**config.mk**
```make
export PLATFORM = sky130hd
export DESIGN_NAME = io_port_transaction_unit
export DESIGN_NICKNAME = d
export VERILOG_FILES = /design/src/rtl/io_port_pkg.sv /design/src/rtl/io_load_data_alignment.sv /design/src/rtl/io_port_transaction_unit.sv
export SDC_FILE = /design/constraint.sdc
export NUM_CORES = 1
export LEC_CHECK = 0
export BUFFER_PORTS_ARGS = -buffer_cell sky130_fd_sc_hd__clkbuf_2
export CAP_MARGIN = 25
export CORE_MARGIN = 4
export CORE_UTILIZATION = 46
export DETAILED_ROUTE_END_ITERATION = 8
export PLACE_DENSITY_LB_ADDON = 0.2
export RECOVER_POWER = 25
export SYNTH_ARGS = -nofsm -noshare
export SYNTH_HDL_FRONTEND = slang
export SYNTH_SLANG_ARGS = --single-unit
```
**constraint.sdc**
```tcl
create_clock -name clk -period 4 [get_ports clk]
set_input_delay 0.6 -clock clk [delete_from_list [all_inputs] [get_ports clk]]
set_output_delay 0.6 -clock clk [all_outputs]
set_load 0.01 [all_outputs]
```
**src/rtl/io_port_pkg.sv**
```systemverilog
// Shared types and opcode field definitions for the IO port transaction unit.
package io_port_pkg;

  typedef enum logic [1:0] {
    IDLE      = 2'd0,
    ISSUE     = 2'd1,
    WAIT_RESP = 2'd2,
    WRITEBACK = 2'd3
  } io_state_t;

  localparam int OP_LOAD_BIT   = 3;
  localparam int OP_STATUS_BIT = 2;

  localparam logic [1:0] SIZE_BYTE  = 2'd0;
  localparam logic [1:0] SIZE_HALF  = 2'd1;
  localparam logic [1:0] SIZE_WORD  = 2'd2;
  localparam logic [1:0] SIZE_DWORD = 2'd3;

  localparam int STATUS_TIMEOUT_BIT = 0;

  function automatic logic is_status_load(input logic [3:0] op);
    return op[OP_LOAD_BIT] & op[OP_STATUS_BIT];
  endfunction

endpackage

```
**src/rtl/io_load_data_alignment.sv**
```systemverilog
// Selects the addressed data word from a device response, shifts the element
// down to bit 0 and zero-extends it according to the access size.
module io_load_data_alignment
  import io_port_pkg::*;
#(
  parameter int DATABITWIDTH  = 16,
  parameter int PORTBYTEWIDTH = 8,
  parameter int LANEBITWIDTH  = (PORTBYTEWIDTH > 1) ? $clog2(PORTBYTEWIDTH) : 1
) (
  input  logic [LANEBITWIDTH-1:0]    lane,
  input  logic [1:0]                 size,
  input  logic [PORTBYTEWIDTH*8-1:0] port_data,
  output logic [DATABITWIDTH-1:0]    data
);

  localparam int WORD_BYTES = DATABITWIDTH / 8;
  localparam logic [LANEBITWIDTH-1:0] OFFSET_MASK = LANEBITWIDTH'(WORD_BYTES - 1);

  logic [LANEBITWIDTH-1:0] word_base;
  logic [LANEBITWIDTH-1:0] byte_off;
  logic [DATABITWIDTH-1:0] word;
  logic [DATABITWIDTH-1:0] shifted;
  logic [63:0]             size_mask;

  // Upper lane bits pick the word, lower lane bits the byte within it.
  assign word_base = lane & ~OFFSET_MASK;
  assign byte_off  = lane & OFFSET_MASK;
  assign word      = DATABITWIDTH'(port_data >> {word_base, 3'b000});
  assign shifted   = word >> {byte_off, 3'b000};

  always_comb begin
    size_mask = 64'hFFFF_FFFF_FFFF_FFFF;
    case (size)
      SIZE_BYTE:  size_mask = 64'h0000_0000_0000_00FF;
      SIZE_HALF:  size_mask = 64'h0000_0000_0000_FFFF;
      SIZE_WORD:  size_mask = 64'h0000_0000_FFFF_FFFF;
      SIZE_DWORD: size_mask = 64'hFFFF_FFFF_FFFF_FFFF;
      default:    size_mask = 64'hFFFF_FFFF_FFFF_FFFF;
    endcase
  end

  // Truncating the mask clamps sizes wider than the data word.
  assign data = shifted & DATABITWIDTH'(size_mask);

endmodule

```
**src/rtl/io_port_transaction_unit.sv**
```systemverilog
// Runs one buffered IO command at a time on the device port: issue, wait for
// the load response with timeout, then write the result back to the register file.
module io_port_transaction_unit
  import io_port_pkg::*;
#(
  parameter int DATABITWIDTH    = 16,
  parameter int PORTBYTEWIDTH   = 8,
  parameter int REGADDRBITWIDTH = 4,
  parameter int TIMEOUTCYCLES   = 255,
  parameter int TIMEOUTBITWIDTH = $clog2(TIMEOUTCYCLES + 1)
) (
  input  logic                       clk,
  input  logic                       async_rst,
  input  logic                       clk_en,
  input  logic                       CommandInACK,
  output logic                       CommandInREQ,
  input  logic [3:0]                 MinorOpcodeIn,
  input  logic [REGADDRBITWIDTH-1:0] RegisterDestIn,
  input  logic [DATABITWIDTH-1:0]    DataAddrIn,
  input  logic [PORTBYTEWIDTH*8-1:0] DataIn,
  output logic                       PortCmdACK,
  input  logic                       PortCmdREQ,
  output logic [3:0]                 PortOpcode,
  output logic [DATABITWIDTH-1:0]    PortAddr,
  output logic [PORTBYTEWIDTH*8-1:0] PortData,
  input  logic                       PortRespACK,
  output logic                       PortRespREQ,
  input  logic [PORTBYTEWIDTH*8-1:0] PortRespData,
  output logic                       PortAbort,
  output logic                       WritebackACK,
  input  logic                       WritebackREQ,
  output logic [REGADDRBITWIDTH-1:0] WritebackDest,
  output logic [DATABITWIDTH-1:0]    WritebackData,
  output logic                       TimeoutFlag
);

  localparam int LANEBITWIDTH = (PORTBYTEWIDTH > 1) ? $clog2(PORTBYTEWIDTH) : 1;
  localparam logic [TIMEOUTBITWIDTH-1:0] TIMER_LAST = TIMEOUTBITWIDTH'(TIMEOUTCYCLES - 1);

  io_state_t state_q, state_d;

  logic [3:0]                 opcode_q;
  logic [REGADDRBITWIDTH-1:0] dest_q;
  logic [DATABITWIDTH-1:0]    addr_q;
  logic [PORTBYTEWIDTH*8-1:0] data_q;
  logic [DATABITWIDTH-1:0]    wb_data_q;
  logic [TIMEOUTBITWIDTH-1:0] timer_q;
  logic                       timeout_flag_q;
  logic                       abort_q;
  logic [DATABITWIDTH-1:0]    aligned_data;

  logic cmd_fire, port_cmd_fire, resp_fire, wb_fire, timeout_fire;

  assign CommandInREQ  = (state_q == IDLE);
  assign PortCmdACK    = (state_q == ISSUE);
  assign PortRespREQ   = (state_q == WAIT_RESP);
  assign WritebackACK  = (state_q == WRITEBACK);
  assign PortOpcode    = opcode_q;
  assign PortAddr      = addr_q;
  assign PortData      = data_q;
  assign PortAbort     = abort_q;
  assign WritebackDest = dest_q;
  assign WritebackData = wb_data_q;
  assign TimeoutFlag   = timeout_flag_q;

  assign cmd_fire      = CommandInACK & CommandInREQ & clk_en;
  assign port_cmd_fire = PortCmdACK & PortCmdREQ & clk_en;
  assign resp_fire     = PortRespACK & PortRespREQ & clk_en;
  assign wb_fire       = WritebackACK & WritebackREQ & clk_en;
  // A response arriving on the last allowed cycle beats the timeout.
  assign timeout_fire  = PortRespREQ & clk_en & ~PortRespACK & (timer_q == TIMER_LAST);

  io_load_data_alignment #(
    .DATABITWIDTH (DATABITWIDTH),
    .PORTBYTEWIDTH(PORTBYTEWIDTH),
    .LANEBITWIDTH (LANEBITWIDTH)
  ) u_align (
    .lane     (addr_q[LANEBITWIDTH-1:0]),
    .size     (opcode_q[1:0]),
    .port_data(PortRespData),
    .data     (aligned_data)
  );

  always_comb begin
    state_d = state_q;
    case (state_q)
      IDLE:      if (cmd_fire) state_d = is_status_load(MinorOpcodeIn) ? WRITEBACK : ISSUE;
      ISSUE:     if (port_cmd_fire) state_d = opcode_q[OP_LOAD_BIT] ? WAIT_RESP : IDLE;
      WAIT_RESP: if (resp_fire || timeout_fire) state_d = WRITEBACK;
      WRITEBACK: if (wb_fire) state_d = IDLE;
      default:   state_d = IDLE;
    endcase
  end

  always_ff @(posedge clk or posedge async_rst) begin
    if (async_rst) begin
      state_q        <= IDLE;
      opcode_q       <= '0;
      dest_q         <= '0;
      addr_q         <= '0;
      data_q         <= '0;
      wb_data_q      <= '0;
      timer_q        <= '0;
      timeout_flag_q <= 1'b0;
      abort_q        <= 1'b0;
    end else begin
      abort_q <= timeout_fire;
      if (clk_en) begin
        state_q <= state_d;
        case (state_q)
          IDLE: begin
            if (cmd_fire) begin
              opcode_q <= MinorOpcodeIn;
              dest_q   <= RegisterDestIn;
              addr_q   <= DataAddrIn;
              data_q   <= DataIn;
              if (is_status_load(MinorOpcodeIn)) begin
                wb_data_q                     <= '0;
                wb_data_q[STATUS_TIMEOUT_BIT] <= timeout_flag_q;
              end
            end
          end
          ISSUE: if (port_cmd_fire) timer_q <= '0;
          WAIT_RESP: begin
            if (resp_fire)         wb_data_q <= aligned_data;
            else if (timeout_fire) wb_data_q <= '1;
            else                   timer_q   <= timer_q + 1'b1;
          end
          default: ;
        endcase
        if (timeout_fire)
          timeout_flag_q <= 1'b1;
        else if (wb_fire && is_status_load(opcode_q))
          timeout_flag_q <= 1'b0;
      end
    end
  end

endmodule

```
==> results of run 1 <==
## layout by cell type (no fill, tap or decap), types with 3 or more instances in the layout
cell,instances
clkbuf_2,268
dfrtp_1,116
mux2_2,85
clkbuf_16,17
o2bb2ai_1,15
mux4_2,13
a21oi_1,11
nor2b_1,9
nand3_1,8
nor2_1,8
a211oi_1,7
clkbuf_1,7
o21ai_0,6
nand2_1,6
mux2i_1,5
mux2_1,4
o211ai_1,4
mux4_1,4
inv_1,3
and3_1,3
xor2_1,3
clkbuf_8,3
## flip-flops by register name, indices dropped and copies added, names as in the netlist
name and cells:
state_q 2, PortAddr 16, WritebackData 16, WritebackDest 4, PortOpcode 4, timer_q 8
PortData 64, TimeoutFlag 1, PortAbort 1
## worst min path at each step
| stage | startpoint | slack, ns | cells after the start | endpoint |
|---|---|---|---|---|
| after floorplan | timer_q[5] | 0.49 | 1 | timer_q[5] |
| after global placement | WritebackData[4] | 0.47 | 1 | WritebackData[4] |
| after detailed placement | WritebackData[14] | 0.47 | 1 | WritebackData[14] |
| after CTS | async_rst | 0.37 | 3 | PortData[41] |
| after global routing | DataIn[58] | 0.41 | 2 | PortData[58] |
| final | async_rst | 0.37 | 3 | PortData[25] |
## area by class of cell
class | instances | area [µm²] | area share, %
timing repair buffer | 271 | 1420 | 19.6
clock inverter | 4 | 47.5 | 0.659
inverter | 4 | 16.3 | 0.225
sequential | 116 | 2900 | 40.2
tap | 140 | 175 | 2.43
multi-input combinational | 215 | 2160 | 30.0
clock buffer | 27 | 493 | 6.83
## where the power goes
group | leakage, nW | internal (mW) | switching [mW]
Sequential | 1.41 | 1.72 | 0.407
Clock | 0.261 | 0.898 | 0.485
Combinational | 1.90 | 1.13 | 0.992
Total | 3.57 | 3.75 | 1.88
## worst max-delay path, cell delays in order, from the launching register on
cell       delay, ns
dfrtp_1         0.99
mux4_1          0.64
nor2b_1         0.15
a211oi_1        0.26
o2bb2ai_1       0.11
## cell families (layout without fill, tap and decap cells)
logic type      count (synthesis)  count (layout)  synth area share, %
xor+xnor                        3               3                0.504
flops                         116             116                 55.6
compound gates                 54              54                 7.70
fa+ha+maj                       2               2                0.480
simple gates                   45              45                 4.92
buf+inv                        26             306                 2.95
mux                           111             111                 27.8
## layer usage
metal | up-vias | part of all wire [%]
li1 | 1871 | -
met1 | 2016 | 36
met2 | 169 | 52
met3 | 6 | 11
met4 | 0 | 0.57
met5 | - | 0
## per-stage QoR
stage               area (µm²)  power, mW  util (%)
floorplan                 5220       3.36         -
CTS                       7190       5.67      65.4
global route              7210       5.98      65.7
finish                    7210       5.63      65.7
detailed placement        6650       4.25      60.5
global placement          6620       4.16      60.3
## synth_stat cells (3+ instances only)
cell type    n
xor2_1       3
nor2b_1      9
nand2_1      6
a211oi_1     7
a21oi_1     11
mux4_1       4
mux2_2      85
nand3_1      8
inv_1        4
mux2_1       4
and4_1       3
o2bb2ai_1   15
buf_6        4
o211ai_1     4
nor2_1       8
clkbuf_1     3
o21ai_0      6
buf_2       12
dfrtp_1    116
mux4_2      13
and3_1       3
buf_4        3
mux2i_1      5
==> results.md, run 1 <==
- Worst slew margin: roughly 34%
- Diode count: 0
- Worst R2R End: WritebackData[6]
- Num CTS Buffers: 17
- Gpl congestion: ~0.83
- Hold Crit Class: input port to async pin
- First-pass GRT wire length: 22000 µm
- Synth warn: 0
- Critical path class: flip-flop to flip-flop
- DR vias/cell: approximately 5.2
- GRT met1 Usage: about a quarter
- Die area: between 10000 and 15000 µm²
- R2R depth: 4
- Final period util: around 57%
- Final TNS setup: 0 ns
- Setup repair bufs after CTS: 0
- Post-place setup slack: between 1.5 and 2 ns
- Critical Path Fanout Max: 22
- Clk sinks: 116
- Worst Setup SP: PortAddr[2]
- Setup crit end kind: flip-flop
- H-tree levels: 4
- Placed instance count: 745
- CTS tree: done
- Min Tclk post-route: ~2.3 ns
- Hold slack: 0.370 ns
- Boundary Pins: between 200 and 300
- Core ar.: roughly 11000 µm²
- Wirelength, routed: ~14000 µm
- Total track usage: 21.5%
- Wire per inst: between 15 and 20 µm
- Post-Syn Area: around 5200 µm²
- Clock buffer depth: 2
- Post-synthesis register bit count: around 120
- Setup crit start kind: flip-flop
- Cells after Synth: ~360
- First-iteration detailed-routing DRC count: between 150 and 200
- Die Y: 114 µm
- Final instance count without filler cells: just under 800
- RSZ-0062 raised after global routing: no
- Final Hold Viols: 0
- Row count: 38
- Outcome: finished, final reports clean
- Area grow syn2layout: 38.3%
- Leakage power: about 3.6 nW
- GRT busiest layer: met2
- Met3 Usage GRT: 10.3%
- VDD IR max: approximately 0.46 mV
- Max Slew Vio Count: 0
- Distinct cells, synth: 41
- Die W: approximately 110 µm
- Power Density: approximately 780 nW/µm²
- Largest net degree at the start of global routing: approximately 120
- Clk_skew: ~0.0090 ns
- Worst-margin pin slew: about 1 ns
- Critical Path AT: 2.54 ns
- Clk root buf: clkbuf_16
- Initial antenna violation count: 0
- Reg2Reg Setup Slack: roughly 1.7 ns
- Synth top area share: around 56%
- Syn Area/Cell: approximately 15 µm²
- Synth Flop Type: dfrtp_1
- Final HPWL from detailed placement: ~11000 µm
- Setup slack after layout: 1.72 ns
- CP endpoint: WritebackData[6]
- Remaining DRCs: 0
- Synth top area cells: dfrtp_1 56%, mux2_2 18%, mux4_2 5.6%
- Worst-Skew Late Latency: 0.40 ns
- Reg clk slew, reported paths: ~0.05 ns
- Post-synth EDFFs: 0
- # setup viols final: 0
- Post-synth top area cell: dfrtp_1
- Synthesized net count: a little over 500
- Via Count: 4062
- Port buffer count: 268
- Layout cells sized above 1: between 60% and 70%
- Hold Buf Count CTS: 0
- MaxCap Viol Count: 0
- Req. time, crit path: 4.26 ns
- DR pass1 iterations: 4
- GRT overflow: 0
- Final ANT Viol Nets: 0
- Ys async rst share: 100%
- Achievable frequency: 0.439 GHz
- Post-synthesis sequential area ratio: 55.6%
- Met2 Use GR: between 30% and 40%
- Fillcell total: about 840
- Starting density of the core: a little under half
- Fin nets: around 800
- Reg-to-Reg Start: PortAddr[2]
- Number of global-route vias before repair: around 4300
- Post-cts sizing count: 0
Note: power is estimated with default switching activity, not from simulation.
==> run 2: changes to the inputs <==
Settings changed: CORE_UTILIZATION 46 to 41.
Clock period 4 ns to 1.8 ns, I/O delays scaled along.
==> results.md, run 2 (synthesis results as in run 1) <==
- Outcome: finished, final reports clean
- Final core utilization: 60.1% (-5.6 points)
- Row count: 40 (+5.3%)
- Initial antenna violation count: 0 (unchanged)
- Design Area, Final: 7340 µm² (+1.8%)
- Power share of the clock group: 23.3% (-1.3 points)
- Hold EP: PortAddr[10]
- Combinational share of power: 40.2% (+2.6 points)
- Most frequent cells in the layout: 266 x clkbuf_2, 115 x dfrtp_1, 85 x mux2_2
- Critical Path Fanout Max: 9 (-59%)
- Clk sinks: 116 (unchanged)
- Clk_skew: 0.00814 ns (-0.000852 ns)
- Max Slew Vio Count: 0 (unchanged)
- GRT overflow: 0 (unchanged)
- Area grow syn2layout: 40.7%
- Psw: 4.20 mW (+120%)
- Die Y: 121 µm (+5.5%)
- Req. time, crit path: 2.08 ns (-2.18 ns)
- Critical path class: flip-flop to flip-flop
- First-iteration detailed-routing DRC count: 217 (+26%)
- Min Tclk post-route: 1.69 ns (-0.583 ns)
- Setup crit start kind: flip-flop
- Num CTS Buffers: 17 (unchanged)
- R2R depth: 4 (unchanged)
- Largest net degree at the start of global routing: 66 (-44%)
- Hold-critical path depth: 2
- Commonest non-fill, non-tap cell in the layout: clkbuf_2
- MaxCap Viol Count: 0 (unchanged)
- Final period util: 94.1% (+37 points)
- Worst-margin pin slew: 0.896 ns (-0.0924 ns)
- Diode count: 0 (unchanged)
- Starting density of the core: 42.7% (-4.8 points)
- Hold slack: 0.0850 ns (-0.285 ns)
- Final Hold Viols: 0 (unchanged)
- Crit-path leading delay family: multiplexers
- DR pass1 iterations: 4 (unchanged)
- Die W: 121 µm (+5.5%)
- Final TNS setup: 0 ns (unchanged)
- Power Density: 1700 nW/µm² (+120%)
- DR vias/cell: 5.13 (-2.0%)
- Setup crit end kind: flip-flop
- Max reg flops: 64 (unchanged)
- Leakage power: 3.63 nW (+1.5%)
- Critical Path AT: 1.98 ns (-0.56 ns)
- Layout cells sized above 1: 64.1% (+1.2 points)
- Reg-to-Reg Start: PortAddr[2]
- Hold_sp: DataAddrIn[10]
- Wirelength, routed: 14500 µm (+3.3%)
- Net Sw Frac: 33.6% (+0.13 points)
- Crit path cell chain: buf_4 -> mux4_1 -> a211oi_1 -> o2bb2ai_1
- Worst-Skew Late Latency: 0.41 ns (about the same)
- Achievable frequency: 0.590 GHz (+34%)
- Final ANT Viol Nets: 0 (unchanged)
- First-pass GRT wire length: 23300 µm (+6.1%)
- Area occupied by multi-input gates: 2160 µm² (unchanged)
- Dpl cell area: 6840 µm² (+2.8%)
- RSZ-0062 raised after global routing: no
- Reg clk slew, reported paths: 0.05 ns (about the same)
- Fin nets: 804 (+2.3%)
- Boundary Pins: 269 (unchanged)
- Reg2Reg Setup Slack: 0.11 ns (-1.62 ns)
- Worst slew margin: 40.3% (+6.2 points)
- Via Count: 4203 (+3.5%)
- Port buffer count: 268 (unchanged)
- VDD IR max: 1.03 mV (+120%)
- FF/Latch Area: 2900 µm² (about the same)
- Hold Crit Class: input port to flip-flop
- Tot Pwr: 12.5 mW (+120%)
- Internal power: 8.30 mW (+120%)
- Clk root buf: clkbuf_16
- Number of global-route vias before repair: 4602 (+6.3%)
- Clock buffer depth: 2 (unchanged)
- CTS tree: done
- Fillcell total: 1048 (+24%)
- Final HPWL from detailed placement: 11200 µm (+5.6%)
- Worst R2R End: WritebackData[6]
- Wire per inst: 17.7 µm (-2.1%)
- WP buf/inv: 1 (+1)
- # setup viols final: 0 (unchanged)
- H-tree levels: 4 (unchanged)
- Remaining DRCs: 0 (unchanged)
- Gpl congestion: 0.823 (-0.44%)
- CP max stage delay: 0.57 ns (-0.42 ns)
- CP max-delay cell: mux4_1
- Die area: 14600 µm² (+11%)
- Total track usage: 20.5% (-0.98 points)
- Seq pwr share: 36.5% (-1.3 points)
- Core ar.: 12200 µm² (+11%)
-- run 2: routing by layer --
metal / share of wire (%) / global-route usage [%] / up-vias
met5: 0 / 0 / -
met1: 37 / 23.3 / 2089
met3: 7.7 / 7.76 / 31
met4: 2.7 / 8.64 / 0
met2: 53 / 34.7 / 161
li1: - / - / 1922
-- run 2: layout make-up --
class	instances	share of cell area [%]
multi-input cells	215	29.5
clock inverters	5	0.409
well taps	168	2.86
inverters	4	0.256
flip-flops and latches	116	39.6
repair buffers	289	20.9
clock buffers	23	6.51
-- run 2: worst max path at each step --
| stage | end | from | slack [ns] | cells after the start |
|---|---|---|---|---|
| final | WritebackData[6] | PortAddr[2] | 0.11 | 4 |
| after global routing | WritebackData[6] | PortAddr[2] | 0.007 | 4 |
| after CTS | WritebackData[6] | PortAddr[2] | 0.01 | 4 |
| after detailed placement | WritebackData[6] | PortAddr[2] | 0.02 | 4 |
| after global placement | WritebackData[6] | PortAddr[2] | 0.07 | 4 |
| after floorplan | PortAbort | async_rst | 0.12 | 1 |
-- run 2: timing repair --
action	4_1_cts	5_1_grt
resized for setup	0	1
buffers inserted	0	0
hold endpoints to repair	65	0
endpoints found under the setup margin	0	2
hold buffers	1	0
-- run 2: stage by stage --
step	std cells	setup slack (ns)
2_1_floorplan	357	0.117
3_3_place_gp	791	0.0712
3_5_place_dp	791	0.0227
4_1_cts	820	0.0150
5_1_grt	820	0.00654
6_report	820	0.106
-- run 2: power groups by stage --
stage          clock network, mW  registers (mW)  logic, mW
2_1_floorplan                  0            5.02       2.45
3_3_place_gp                   0            4.52       4.97
3_5_place_dp                   0            4.58       5.08
4_1_cts                     2.97            4.58       5.11
5_1_grt                     3.12            4.74       5.45
6_report                    2.91            4.56       5.02
==> run 3: changes to the inputs <==
Settings changed: BUFFER_PORTS_ARGS -buffer_cell sky130_fd_sc_hd__clkbuf_2 to not set, CORE_UTILIZATION 41 to 57, DONT_BUFFER_PORTS set to 1.
==> results.md, run 3 (synthesis results as in run 1) <==
- Outcome: finished, final reports clean
- H-tree levels: 4 (unchanged)
- Layout cells sized above 1: 34.8% (-29 points)
- GRT overflow: 0 (unchanged)
- Worst slew margin: 18.1% (-22 points)
- # setup viols final: 0 (unchanged)
- MaxCap Viol Count: 0 (unchanged)
- Die W: 104 µm (-14%)
- CP max stage delay: 0.51 ns (-0.06 ns)
- Crit-path leading delay family: multiplexers
- Achievable frequency: 0.591 GHz (+0.10%)
- Wire per inst: 24.6 µm (+39%)
- Final period util: 94.0% (-0.094 points)
- First-iteration detailed-routing DRC count: 150 (-31%)
- Max Slew Vio Count: 0 (unchanged)
- CTS tree: done
- CP max-delay cell: mux4_2
- Placed instance count: 467 (-41%)
- Clk root buf: clkbuf_8
- Setup crit start kind: flip-flop
- Port buffer count: 0 (-100%)
- Req. time, crit path: 2.18 ns (+0.10 ns)
- Wirelength, routed: 14600 µm (+0.37%)
- Starting density of the core: 59.2% (+17 points)
- DR pass1 iterations: 4 (unchanged)
- Num CTS Buffers: 17 (unchanged)
- Clk sinks: 116 (unchanged)
- Gpl congestion: 0.813 (-1.2%)
- Core ar.: 8810 µm² (-28%)
- Fin nets: 631 (-22%)
- Largest net degree at the start of global routing: 64 (-3.0%)
- Remaining DRCs: 0 (unchanged)
- Clk_skew: 0.00893 ns (+0.000795 ns)
- Post-place setup slack: 0.0618 ns (+0.0391 ns)
- Final TNS setup: 0 ns (unchanged)
- Final HPWL from detailed placement: 9160 µm (-18%)
- First-pass GRT wire length: 22200 µm (-4.6%)
- Critical Path Fanout Max: 13 (+4)
- Hold Crit Class: input port to flip-flop
- Final instance count without filler cells: 592 (-28%)
- WP buf/inv: 1 (unchanged)
- Reg clk slew, reported paths: 0.06 ns (about the same)
- Power Density: 1710 nW/µm² (+0.43%)
- Final ANT Viol Nets: 0 (unchanged)
- Hold slack: 0.0296 ns (-0.0554 ns)
- Initial antenna violation count: 1 (+1)
- Number of global-route vias before repair: 3962 (-14%)
- Worst-margin pin slew: 1.23 ns (+0.333 ns)
- Worst-Skew Late Latency: 0.51 ns (+0.10 ns)
- Setup slack after layout: 0.107 ns (+0.00170 ns)
- Commonest non-fill, non-tap cell in the layout: dfrtp_1
- Die Y: 104 µm (-14%)
- Clock buffer depth: 2 (unchanged)
- Die area: 10700 µm² (-26%)
- Boundary Pins: 269 (unchanged)
- Total track usage: 26.8% (+6.2 points)
- Critical path class: flip-flop to flip-flop
- Setup crit end kind: flip-flop
- Critical Path AT: 2.08 ns (+0.10 ns)
- Crit path cell chain: buf_12 -> mux4_2 -> nor2b_1 -> a211oi_1 -> o2bb2ai_1
- Via Count: 3601 (-14%)
- Min Tclk post-route: 1.69 ns (-0.00170 ns)
- Leakage power: 2.94 nW (-19%)
- Area grow syn2layout: 33.3%
- RSZ-0062 raised after global routing: no
- VDD IR max: 1.03 mV (-0.63%)
- Most frequent cells in the layout: 114 x dfrtp_1, 90 x dlygate4sd3_1, 85 x mux2_2
- Max reg flops: 64 (unchanged)
- DR vias/cell: 6.08 (+19%)
- Final Hold Viols: 0 (unchanged)
- Reg2Reg Setup Slack: 0.11 ns (about the same)
- Row count: 34 (-15%)
[run 3: cell types whose count changed in the layout (fill, tap and decap cells not counted), sizes merged]
cell         before  now
buf              19   23
bufinv            0    1
clkbuf          292   21
clkinv            3    7
clkinvlp          3    5
diode             0    1
dlygate4sd3       1   90
inv               3    5
[run 3: worst paths after layout]
path                              from          endpoint  cells after the start
max reg2reg                PortAddr[1]  WritebackData[5]                      5
max in group asynchronous    async_rst  WritebackDest[2]                      3
max                        PortAddr[1]  WritebackData[5]                      5
min                        PortRespACK  WritebackData[0]                      2
min reg2reg                 timer_q[5]        timer_q[5]                      1
min in group asynchronous    async_rst      PortData[15]                      3
[run 3: worst register-to-register path: cells and delay by family (launching register included)]
kind	cells	cell delay [ns]
AOI/OAI and AO/OA	2	0.35
DFF	1	0.40
buffers and inverters	1	0.16
muxes	1	0.51
and+or+nand+nor	1	0.15
[run 3: timing repair]
action	in CTS	in global routing
setup endpoints to repair	0	17
hold endpoints to repair	207	0
buffers inserted	0	1
hold buffers	90	0
resized for setup	0	6
[run 3: per-stage QoR]
step           total power [mW]  util (%)  area [µm²]
2_1_floorplan              7.47         -        5220
3_3_place_gp               8.34      62.0        5460
3_5_place_dp               8.45      62.0        5460
4_1_cts                    11.7      78.5        6910
5_1_grt                    12.5      79.0        6950
6_report                   11.9      79.0        6950
[run 3: layer usage]
layer,track usage [%],vias up,share of wire [%]
met3,11.4,30,9.6
li1,-,1572,-
met2,49.0,199,55
met4,8.93,0,2.2
met5,0,-,0
met1,27.4,1800,33
[run 3: area by class of cell]
class / instances / area, µm²
well taps: 108 / 135
clock inverters: 14 / 131
fillers: 499 / 1850
repair buffers: 116 / 1160
flip-flops and latches: 116 / 2910
clock buffers: 18 / 418
diodes: 1 / 2.50
multi-input cells: 215 / 2180
inverters: 4 / 18.8
[run 3: where the power goes]
part	internal [mW]	switching [mW]
Combinational	2.00	1.37
Clock	1.84	1.24
Sequential	3.83	1.61
Total	7.67	4.22
